File: config.mk
export PLATFORM = sky130hd
export DESIGN_NAME = clk_intf_monitor
export DESIGN_NICKNAME = d
export VERILOG_FILES = /design/src/rtl/clk_intf_monitor.sv
export SDC_FILE = /design/constraint.sdc
export NUM_CORES = 1
export LEC_CHECK = 0
export BUFFER_PORTS_ARGS = -buffer_cell sky130_fd_sc_hd__buf_2
export CAP_MARGIN = 20
export CORE_AREA = 3 3 97 99
export DETAILED_ROUTE_END_ITERATION = 16
export DIE_AREA = 0 0 100 102
export PLACE_DENSITY = 0.54
export SLEW_MARGIN = 0
export SYNTH_ARGS = -nofsm -noshare
export SYNTH_HDL_FRONTEND = slang
export SYNTH_SLANG_ARGS = --single-unit
File: constraint.sdc
create_clock -name clk_i -period 3.2 [get_ports clk_i]
set_clock_uncertainty 0.2 [all_clocks]
set_input_delay 0.96 -clock clk_i [delete_from_list [all_inputs] [get_ports clk_i]]
set_output_delay 0.96 -clock clk_i [all_outputs]
set_load 0.02 [all_outputs]
File: src/rtl/clk_intf_monitor.sv
// rtl/clk_intf_monitor.sv - edge-rate checker for a monitored clock sampled in the reference domain
// Counts synchronized rising edges of mon_clk_i per fixed window, classifies each window, tracks lock.
module clk_intf_monitor #(
  parameter int WINDOW       = 1024,
  parameter int CNT_W        = 16,
  parameter int MIN_EDGES    = 200,
  parameter int MAX_EDGES    = 312,
  parameter int LOCK_WINDOWS = 4,
  parameter int SYNC_STAGES  = 2
) (
  input  logic             clk_i,
  input  logic             rst_i,
  input  logic             en_i,
  input  logic             mon_clk_i,
  output logic             meas_valid_o,
  output logic [CNT_W-1:0] meas_count_o,
  output logic             too_slow_o,
  output logic             too_fast_o,
  output logic             stopped_o,
  output logic             locked_o
);

  localparam int WIN_W = $clog2(WINDOW);
  localparam int STK_W = $clog2(LOCK_WINDOWS + 1);
  localparam logic [WIN_W-1:0] WIN_LAST = WIN_W'(WINDOW - 1);
  localparam logic [STK_W-1:0] STK_FULL = STK_W'(LOCK_WINDOWS);
  localparam logic [CNT_W-1:0] CNT_MAX  = '1;

  localparam logic [1:0] S_IDLE = 2'd0;
  localparam logic [1:0] S_MEAS = 2'd1;
  localparam logic [1:0] S_LOCK = 2'd2;

  logic [SYNC_STAGES-1:0] sync_q;
  logic                   hist_q;
  logic                   edge_w;

  logic [1:0]       state_q, state_d;
  logic [WIN_W-1:0] win_q, win_d;
  logic [CNT_W-1:0] edge_cnt_q, edge_cnt_d;
  logic [STK_W-1:0] streak_q, streak_d;
  logic             valid_q, valid_d;
  logic [CNT_W-1:0] count_q, count_d;
  logic             slow_q, slow_d;
  logic             fast_q, fast_d;
  logic             stop_q, stop_d;

  logic [CNT_W-1:0] cnt_inc_w;
  logic [31:0]      fin32_w;
  logic             is_stop_w, is_slow_w, is_fast_w, in_range_w;
  logic [STK_W-1:0] streak_inc_w;

  // Synchronizer and history keep running while disabled so the first edge after enable is genuine.
  always_ff @(posedge clk_i) begin
    if (rst_i) begin
      sync_q <= '0;
      hist_q <= 1'b0;
    end else begin
      sync_q <= {sync_q[SYNC_STAGES-2:0], mon_clk_i};
      hist_q <= sync_q[SYNC_STAGES-1];
    end
  end

  assign edge_w       = sync_q[SYNC_STAGES-1] & ~hist_q;
  assign cnt_inc_w    = (edge_w && (edge_cnt_q != CNT_MAX)) ? edge_cnt_q + CNT_W'(1) : edge_cnt_q;
  assign fin32_w      = 32'(cnt_inc_w);
  assign is_stop_w    = (fin32_w == 32'd0);
  assign is_slow_w    = !is_stop_w && (fin32_w < 32'(MIN_EDGES));
  assign is_fast_w    = (fin32_w > 32'(MAX_EDGES));
  assign in_range_w   = !is_stop_w && !is_slow_w && !is_fast_w;
  assign streak_inc_w = (streak_q == STK_FULL) ? streak_q : streak_q + STK_W'(1);

  always_comb begin
    state_d    = state_q;
    win_d      = win_q;
    edge_cnt_d = edge_cnt_q;
    streak_d   = streak_q;
    valid_d    = 1'b0;
    count_d    = count_q;
    slow_d     = slow_q;
    fast_d     = fast_q;
    stop_d     = stop_q;
    if (!en_i) begin
      state_d    = S_IDLE;
      win_d      = '0;
      edge_cnt_d = '0;
      streak_d   = '0;
      count_d    = '0;
      slow_d     = 1'b0;
      fast_d     = 1'b0;
      stop_d     = 1'b0;
    end else if (state_q == S_IDLE) begin
      state_d    = S_MEAS;
      win_d      = '0;
      edge_cnt_d = '0;
    end else if (win_q == WIN_LAST) begin
      // Closing cycle: its own edge is folded into the reported count.
      valid_d    = 1'b1;
      count_d    = cnt_inc_w;
      stop_d     = is_stop_w;
      slow_d     = is_slow_w;
      fast_d     = is_fast_w;
      win_d      = '0;
      edge_cnt_d = '0;
      if (in_range_w) begin
        streak_d = streak_inc_w;
        if (streak_inc_w == STK_FULL) state_d = S_LOCK;
      end else begin
        streak_d = '0;
        state_d  = S_MEAS;
      end
    end else begin
      win_d      = win_q + WIN_W'(1);
      edge_cnt_d = cnt_inc_w;
    end
  end

  always_ff @(posedge clk_i) begin
    if (rst_i) begin
      state_q    <= S_IDLE;
      win_q      <= '0;
      edge_cnt_q <= '0;
      streak_q   <= '0;
      valid_q    <= 1'b0;
      count_q    <= '0;
      slow_q     <= 1'b0;
      fast_q     <= 1'b0;
      stop_q     <= 1'b0;
    end else begin
      state_q    <= state_d;
      win_q      <= win_d;
      edge_cnt_q <= edge_cnt_d;
      streak_q   <= streak_d;
      valid_q    <= valid_d;
      count_q    <= count_d;
      slow_q     <= slow_d;
      fast_q     <= fast_d;
      stop_q     <= stop_d;
    end
  end

  assign meas_valid_o = valid_q;
  assign meas_count_o = count_q;
  assign too_slow_o   = slow_q;
  assign too_fast_o   = fast_q;
  assign stopped_o    = stop_q;
  assign locked_o     = (state_q == S_LOCK);

endmodule
* Word level (Yosys, flattened, before mapping)
Index checks and enable logic that the tools add are counted.
Word-level totals: register bits 54, input bits 4, output and inout port bits 21, word-level logic and storage cells 52
Cells by class: $add $sub $neg 3, $lt $le $gt $ge 2, eq/ne operators 7, mux-type cells 8, bitwise logic cells 4, reduce and logical (&&, ||, !) cells 16
Operators by type and width (count):
- logical NOT 32 bit | 1
- adder 16 x 1 -> 16 bit (second input constant) | 1
- > comparator 16 x 9 -> 1 bit (second input constant) | 1
- < comparator 16 x 8 -> 1 bit (second input constant) | 1
- 2-to-1 mux 16 bit | 1
- != test 16 bit (second input constant) | 1
- adder 10 x 1 -> 10 bit (second input constant) | 1
- equality test 10 bit (second input constant) | 1
- equality test 3 bit (second input constant) | 2
- 2-to-1 mux 3 bit | 2
- AND reduction 2 bit | 3
- logical AND 1 bit | 4
- 2-to-1 mux 2 bit | 2
- OR reduction 4 bit | 1
- adder 3 x 1 -> 3 bit (second input constant) | 1
- logical NOT 1 bit | 3
- 2-to-1 mux 1 bit | 3
- != test 3 x 1 -> 1 bit (second input constant) | 1
- NOT 1 bit | 3
- OR reduction 3 bit | 1
- equality test 2 bit (second input constant) | 1
- logical NOT 2 bit | 1
- != test 2 x 1 -> 1 bit (second input constant) | 1
- nonzero test 2 bit | 1
- 2 further kinds | 2

* Longest topological paths before layout
Gate-level depths: netlist of the first run.
depth in word-level cells 13, gate-level depth with buffers 8, mapped depth without buffers 8

* Least setup slack after synthesis of the first run
Ideal clock, no wire load.
path type reg-to-reg, start register edge_cnt_q[1], end register streak_q[1], setup time 0.134 ns, arrival 2.130 ns, data required time 2.866 ns, path slack 0.736 ns, cell stages (with the launch flop) 9, path buffers 0, period minus slack after synthesis 2.464 ns, cell sequence dfxtp_1 ha_1 nand3_2 nand2b_1 or3_1 and2_4 o311a_4 o2111ai_1 a21oi_1
Between the ends: word-level cells in the longest chain between the ends 10, elaborated cells on any way between the ends 14, classes of those cells 1 x add/sub; 2 x order compare; 1 x eq/ne; 2 x mux; 8 x reduce/logical
RTL lines:
- from (decl) | line 39 | logic [CNT_W-1:0] edge_cnt_q, edge_cnt_d;
- from (signal assigned) | line 131 | edge_cnt_q <= edge_cnt_d;
- parallel branches: the longest is 2 deep, another holds adder 16 x 1 -> 16 bit
- 2-to-1 mux 16 bit * | line 64 | assign cnt_inc_w = (edge_w && (edge_cnt_q != CNT_MAX)) ? edge_cnt_q + CNT_W'(1) : edge_cnt_q;
- parallel branches: the longest is 5 deep, another holds < comparator 16 x 8 -> 1 bit
- logical AND 1 bit * | line 69 | assign in_range_w = !is_stop_w && !is_slow_w && !is_fast_w;
- 2-to-1 mux 3 bit * | line 104 | if (in_range_w) begin
- to (signal assigned) | line 132 | streak_q <= streak_d;
- to (decl) | line 40 | logic [STK_W-1:0] streak_q, streak_d;
Mark *: on every way between the ends. A chain may end at the register's enable or synchronous reset.

* Final worst setup path of the first run
start register edge_cnt_q[1], end register streak_q[0]
Same word-level chain as after synthesis.

==> impl_metrics.py, run 1 <==
metrics = {
    "pwr": {
        "switching_share_pct": 20.83,
        "pwr_density_cell_mw_per_mm2": 395.2,
        "p_sw_uw": 239.9,
        "combPwrFrac_pct": 1.9,
        "totalPowerFinal_mw": 1.152,
        "leakagePower_nw": 1.013,
        "p_int_uw": 911.8,
        "seqPwrFrac_pct": 58.7,
        "ir_worst_vdd_mv": 0.1523,
        "clkPwrFrac_pct": 39.5,
    },
    "clock_network": {
        "clockBufferDepth": 2,
        "cts_tree": "done",
        "clkSinkCount": 54,
        "cts_resized": 0,
        "cts.htree.levels": 2,
        "clk_pin_slew_worst_paths_ps": 100,
        "cts_buffers": 5,
        "cts_hold_buf": 0,
        "cts_setup_buffers": 0,
        "clockRootBuffer": "clkbuf_8",
        "clock_latency_ps": 310,
    },
    "sta": {
        "fin_crit_ps": 2668,
        "fin_setup_tns_ps": 0,
        "whs_ps": 254.3,
        "max_freq_mhz": 374.9,
        "final.period_utilization_pct": 83.36,
        "rsz0062_at_grt": "no",
        "worst_slack_ps": 532.5,
        "finalSetupViolCount": 0,
        "hold_viol": 0,
        "maxSlewViolCount": 0,
        "worstMarginPinSlew_ps": 897.2,
        "relSlewSlack_pct": 40.19,
    },
    "placement": {
        "place_inst": 414,
        "portBuffers": 24,
        "place_area_mm2": 0.002805,
        "hpwl_um": 4162,
        "pre_cts_slack_ps": 535.9,
        "place_congestion": 0.8962,
    },
    "finish": {
        "drive_gt1_share_pct": 17.83,
        "final_util_pct": 33.74,
        "final_cell_count_no_fill": 422,
        "stdcell_area_mm2": 0.002914,
        "multi_input_area_mm2": 0.001404,
        "layout.area.seq_mm2": 0.001081,
        "final_common_cell": "nor2_1",
        "nNetsFinal": 321,
        "mostFrequentLayoutCells": "nor2_1 (56), dfxtp_1 (54), buf_2 (24), nand2_1 (19), nand3_1 (14)",
        "area_growth_pct": 13.89,
        "nFillCells": 930,
        "antennaDiodeCount": 0,
    },
    "floorplan": {
        "die_area_mm2": 0.01020,
        "initial_core_util_pct": 29.63,
        "dieWidth_um": 100,
        "num_io_pins": 25,
        "rows": 34,
        "core-area_mm2": 0.008636,
        "die_h_um": 102,
    },
    "worst_setup_path": {
        "worstPathCellList": "ha_1 -> nand3_2 -> nand2b_1 -> or3_1 -> and2_4 -> o311a_4 -> o221ai_1 -> a21oi_1",
        "crit_path_start_kind": "flip-flop",
        "critical_path_buf_inv_count": 0,
        "path_max_fanout": 5,
        "crit_slowest_cell": "dfxtp_1",
        "critical-path-top-delay-family": "simple AND/OR/NAND/NOR gates",
        "crit_arrival_ps": 2670,
        "cp-end-kind": "flip-flop",
        "crit_path_max_incr_delay_ps": 410,
        "setup.worst_path.class": "flip-flop to flip-flop",
        "critPathRequiredTime_ps": 3200,
    },
    "global_route": {
        "grt.overflow.total": 0,
        "grt_max_degree": 26,
        "grt_pass1_vias": 1989,
        "antenna_found_initial": 0,
        "grt_pass1_wl_um": 9597,
        "grt_use_total_pct": 11.52,
    },
    "synthesis": {
        "synth_edf_count": 0,
        "synth_cells": 290,
        "synthTopCellsByArea": "dfxtp_1 (42%), nor2_1 (8.2%), a211oi_1 (3.8%)",
        "yosysSeqAreaShare_pct": 42.25,
        "syn-cell-area_mm2": 0.002559,
        "synth-async-reset-ratio_pct": 0,
        "ys_warn_count": 0,
        "synth_nets": 298,
        "yosysTopAreaCellShare_pct": 42.25,
        "yosys_register_bits": 54,
        "synthFlopType": "dfxtp_1",
        "yosysTopAreaCell": "dfxtp_1",
        "syn_avg_cell_area_um2": 8.823,
        "synth_cell_types": 54,
    },
    "job": {
        "drv_cap": 0,
    },
    "detailed_routing": {
        "drt-initial-drc-count": 94,
        "dr.pass1.iters": 4,
        "ant_nets": 0,
        "detail_route.vias_per_cell": 4.905,
        "via_count": 2070,
        "drc": 0,
        "wl_per_cell_um": 13.14,
        "routed_wl_um": 5544,
    },
    "worst_hold_path": {
        "hp-class": "flip-flop to flip-flop",
    },
    "status": {
        "outcome": "complete, no violations",
    },
}
## cell families after synthesis
logic type               count (synthesis)  share of synthesized area (%)
AO/OA/AOI/OAI                           50                          15.01
AND/OR/NAND/NOR                        140                          29.63
adder cells (fa/ha/maj)                  4                          1.956
flip-flops                              54                          42.25
buffers and inverters                   19                          2.983
multiplexers                             5                          2.005
XOR/XNOR                                18                          6.161
## final timing paths
check                              endpoint  slack [ps]           from  cells after the start
worst min-delay path               win_q[0]         250       win_q[0]                      1
worst max register to register  streak_q[0]         530  edge_cnt_q[1]                      8
worst max-delay path            streak_q[0]         530  edge_cnt_q[1]                      8
worst min register to register     win_q[0]         250       win_q[0]                      1
## worst reg2reg max path, delay by kind of cell, from the launching register on
| kind | cells | cell delay (ps) |
|---|---|---|
| AOI/OAI and AO/OA | 3 | 670 |
| adders and majority gates | 1 | 270 |
| DFF | 1 | 410 |
| and+or+nand+nor | 4 | 1010 |
## state kept, by name, summed over array words and instances (netlist names)
register / count
stopped_o: 1
meas_valid_o: 1
state_q: 2
too_slow_o: 1
too_fast_o: 1
streak_q: 3
win_q: 10
meas_count_o: 16
edge_cnt_q: 16
hist_q: 1
sync_q: 2
## Yosys cell counts (2+ instances only)
master     n
nor4_4     2
nor4_2     3
dfxtp_1   54
and3_1     4
nor3_1     6
and4_1     2
nand2_1   19
inv_1      8
nand3b_1   2
nor4_1     2
or3_1      5
o21ai_1    4
nand3_1   14
o21ai_0    6
a211oi_1  13
xor2_1     8
a21oi_1   10
nor2_1    56
nand4_1    4
ha_1       4
xnor2_1   10
nand2b_1   5
nor2b_1    7
clkbuf_1   9
mux2i_1    4
## metal layers
metal / track usage, % / up-vias / wire, um
met2: 17.96 / 58 / 2472
met4: 3.420 / 0 / 72
li1: - / 1063 / -
met3: 2.730 / 7 / 279
met5: 0 / - / 0
met1: 15.94 / 942 / 2719
## layout make-up
cell class              count  area share (%)
clock inverters             3           1.374
well taps                 108           4.637
clock buffers               5           2.362
multi-input cells         217           48.18
inverters                   8           1.030
flip-flops and latches     54           37.10
repair buffers             27           5.324
## power by group through the flow
stage	Clock (mW)	Combinational [mW]	Sequential (mW)
floorplan	0	0.0139	0.691
global placement	0	0.0219	0.692
detailed placement	0	0.0220	0.692
CTS	0.472	0.0220	0.676
global route	0.499	0.0238	0.677
finish	0.454	0.0215	0.676
Power figures use the tool's default switching activity.
==> run 2: changes to the inputs <==
==> constraint.sdc (replaced) <==
create_clock -name clk_i -period 2.7 [get_ports clk_i]
set_clock_uncertainty 0.2 [all_clocks]
set_input_delay 0.81 -clock clk_i [delete_from_list [all_inputs] [get_ports clk_i]]
set_output_delay 0.81 -clock clk_i [all_outputs]
set_load 0.02 [all_outputs]
==> impl_metrics.py, run 2 (same netlist as run 1, synthesis figures left out) <==
metrics = {
    "sta": {
        "worstMarginPinSlew_ps": 559.5,
        "relSlewSlack_pct": 62.31,
        "rsz0062_at_grt": "no",
        "final.period_utilization_pct": 94.07,
        "whs_ps": 245.2,
        "max_freq_mhz": 393.7,
        "fin_crit_ps": 2540,
        "hold_viol": 0,
        "fin_setup_tns_ps": 0,
        "worst_slack_ps": 160.2,
        "finalSetupViolCount": 0,
        "maxSlewViolCount": 0,
    },
    "status": {
        "outcome": "complete, no violations",
    },
    "detailed_routing": {
        "drc": 0,
        "dr.pass1.iters": 4,
        "drt-initial-drc-count": 57,
        "via_count": 2070,
        "wl_per_cell_um": 12.85,
        "detail_route.vias_per_cell": 4.781,
        "routed_wl_um": 5566,
        "ant_nets": 0,
    },
    "worst_setup_path": {
        "critPathRequiredTime_ps": 2750,
        "ff2ff_path_depth": 8,
        "crit_arrival_ps": 2590,
        "worstPathCellList": "ha_2 -> nand3_2 -> nand2b_1 -> or3_1 -> and2_4 -> o311a_4 -> o221ai_2 -> o311a_1",
        "cp_num_cells": 8,
        "crit_path_start_kind": "flip-flop",
        "path_max_fanout": 5,
        "cp-end-kind": "flip-flop",
        "setup.worst_path.class": "flip-flop to flip-flop",
        "critical_path_buf_inv_count": 0,
        "crit_slowest_cell": "dfxtp_1",
        "crit_path_max_incr_delay_ps": 410,
        "critical-path-top-delay-family": "simple AND/OR/NAND/NOR gates",
    },
    "global_route": {
        "grt_pass1_wl_um": 9535,
        "grt_max_degree": 21,
        "grt_use_total_pct": 11.46,
        "grt_pass1_vias": 1969,
        "antenna_found_initial": 0,
        "grt.overflow.total": 0,
    },
    "finish": {
        "drive_gt1_share_pct": 21.23,
        "area_growth_pct": 18.14,
        "mostFrequentLayoutCells": "nor2_1 (56), dfxtp_1 (54), buf_2 (24), nand2_1 (19)",
        "final_common_cell": "nor2_1",
        "antennaDiodeCount": 0,
        "stdcell_area_mm2": 0.003023,
        "nNetsFinal": 332,
        "final_cell_count_no_fill": 433,
        "final_util_pct": 35.00,
    },
    "pwr": {
        "p_int_mw": 1.205,
        "switching_share_pct": 19.02,
        "ir_worst_vdd_mv": 0.2478,
        "combPwrFrac_pct": 1.8,
        "totalPowerFinal_mw": 1.488,
        "leakagePower_nw": 1.076,
        "seqPwrFrac_pct": 53.8,
        "pwr_density_cell_mw_per_mm2": 492.1,
        "p_sw_uw": 283.0,
        "clkPwrFrac_pct": 44.3,
    },
    "floorplan": {
        "die_h_um": 102,
        "num_io_pins": 25,
        "initial_core_util_pct": 29.63,
        "rows": 34,
        "dieWidth_um": 100,
        "core-area_mm2": 0.008636,
        "die_area_mm2": 0.01020,
    },
    "job": {
        "drv_cap": 0,
    },
    "placement": {
        "place_congestion": 0.8493,
        "hpwl_um": 4271,
        "portBuffers": 24,
        "place_area_mm2": 0.002875,
        "pre_cts_slack_ps": 126.7,
        "place_inst": 425,
    },
    "worst_hold_path": {
        "hp-class": "flip-flop to flip-flop",
        "whs_path_depth": 1,
    },
    "clock_network": {
        "clockBufferDepth": 2,
        "clkSinkCount": 54,
        "cts.htree.levels": 2,
        "clockRootBuffer": "clkbuf_8",
        "clock_latency_ps": 310,
        "cts_hold_buf": 0,
        "cts_setup_buffers": 0,
        "cts_tree": "done",
        "cts_buffers": 5,
        "clk_pin_slew_worst_paths_ps": 100,
    },
}
## run 2: repair_timing
| action | CTS | global route |
|---|---|---|
| setup endpoints to repair | 0 | 5 |
| endpoints found under the hold margin | 0 | 0 |
| resized for setup | 0 | 4 |
## run 2: power by group through the flow
stage	Sequential [mW]	Combinational, mW	Clock [mW]
finish	0.801	0.0274	0.659
global route	0.802	0.0305	0.713
CTS	0.801	0.0283	0.685
detailed placement	0.820	0.0282	0
global placement	0.820	0.0280	0
floorplan	0.819	0.0164	0
## run 2: final timing paths
kind / startpoint / endpoint / slack, ps
setup reg to reg: edge_cnt_q[0] / state_q[0] / 160
hold / removal: sync_q[0] / sync_q[1] / 250
setup / recovery: edge_cnt_q[0] / state_q[0] / 160
hold reg to reg: sync_q[0] / sync_q[1] / 250
## run 2: area by class of cell
| type | count | area [um^2] |
|---|---|---|
| repair buffers | 38 | 225.2 |
| flip-flops and latches | 54 | 1081 |
| multi-input cells | 217 | 1409 |
| fillers | 912 | 5613 |
| clock inverters | 2 | 60.06 |
| clock buffers | 6 | 82.58 |
| well taps | 108 | 135.1 |
| inverters | 8 | 30.03 |
## run 2: routing by layer
| layer | vias to the layer above | track usage (%) | part of all wire, % | wire, um |
|---|---|---|---|---|
| met2 | 34 | 18.78 | 45 | 2518 |
| met1 | 944 | 15.55 | 50 | 2764 |
| met3 | 5 | 2.594 | 4.3 | 238 |
| li1 | 1087 | - | - | - |
| met5 | - | 0 | 0 | 0 |
| met4 | 0 | 2.487 | 0.79 | 44 |
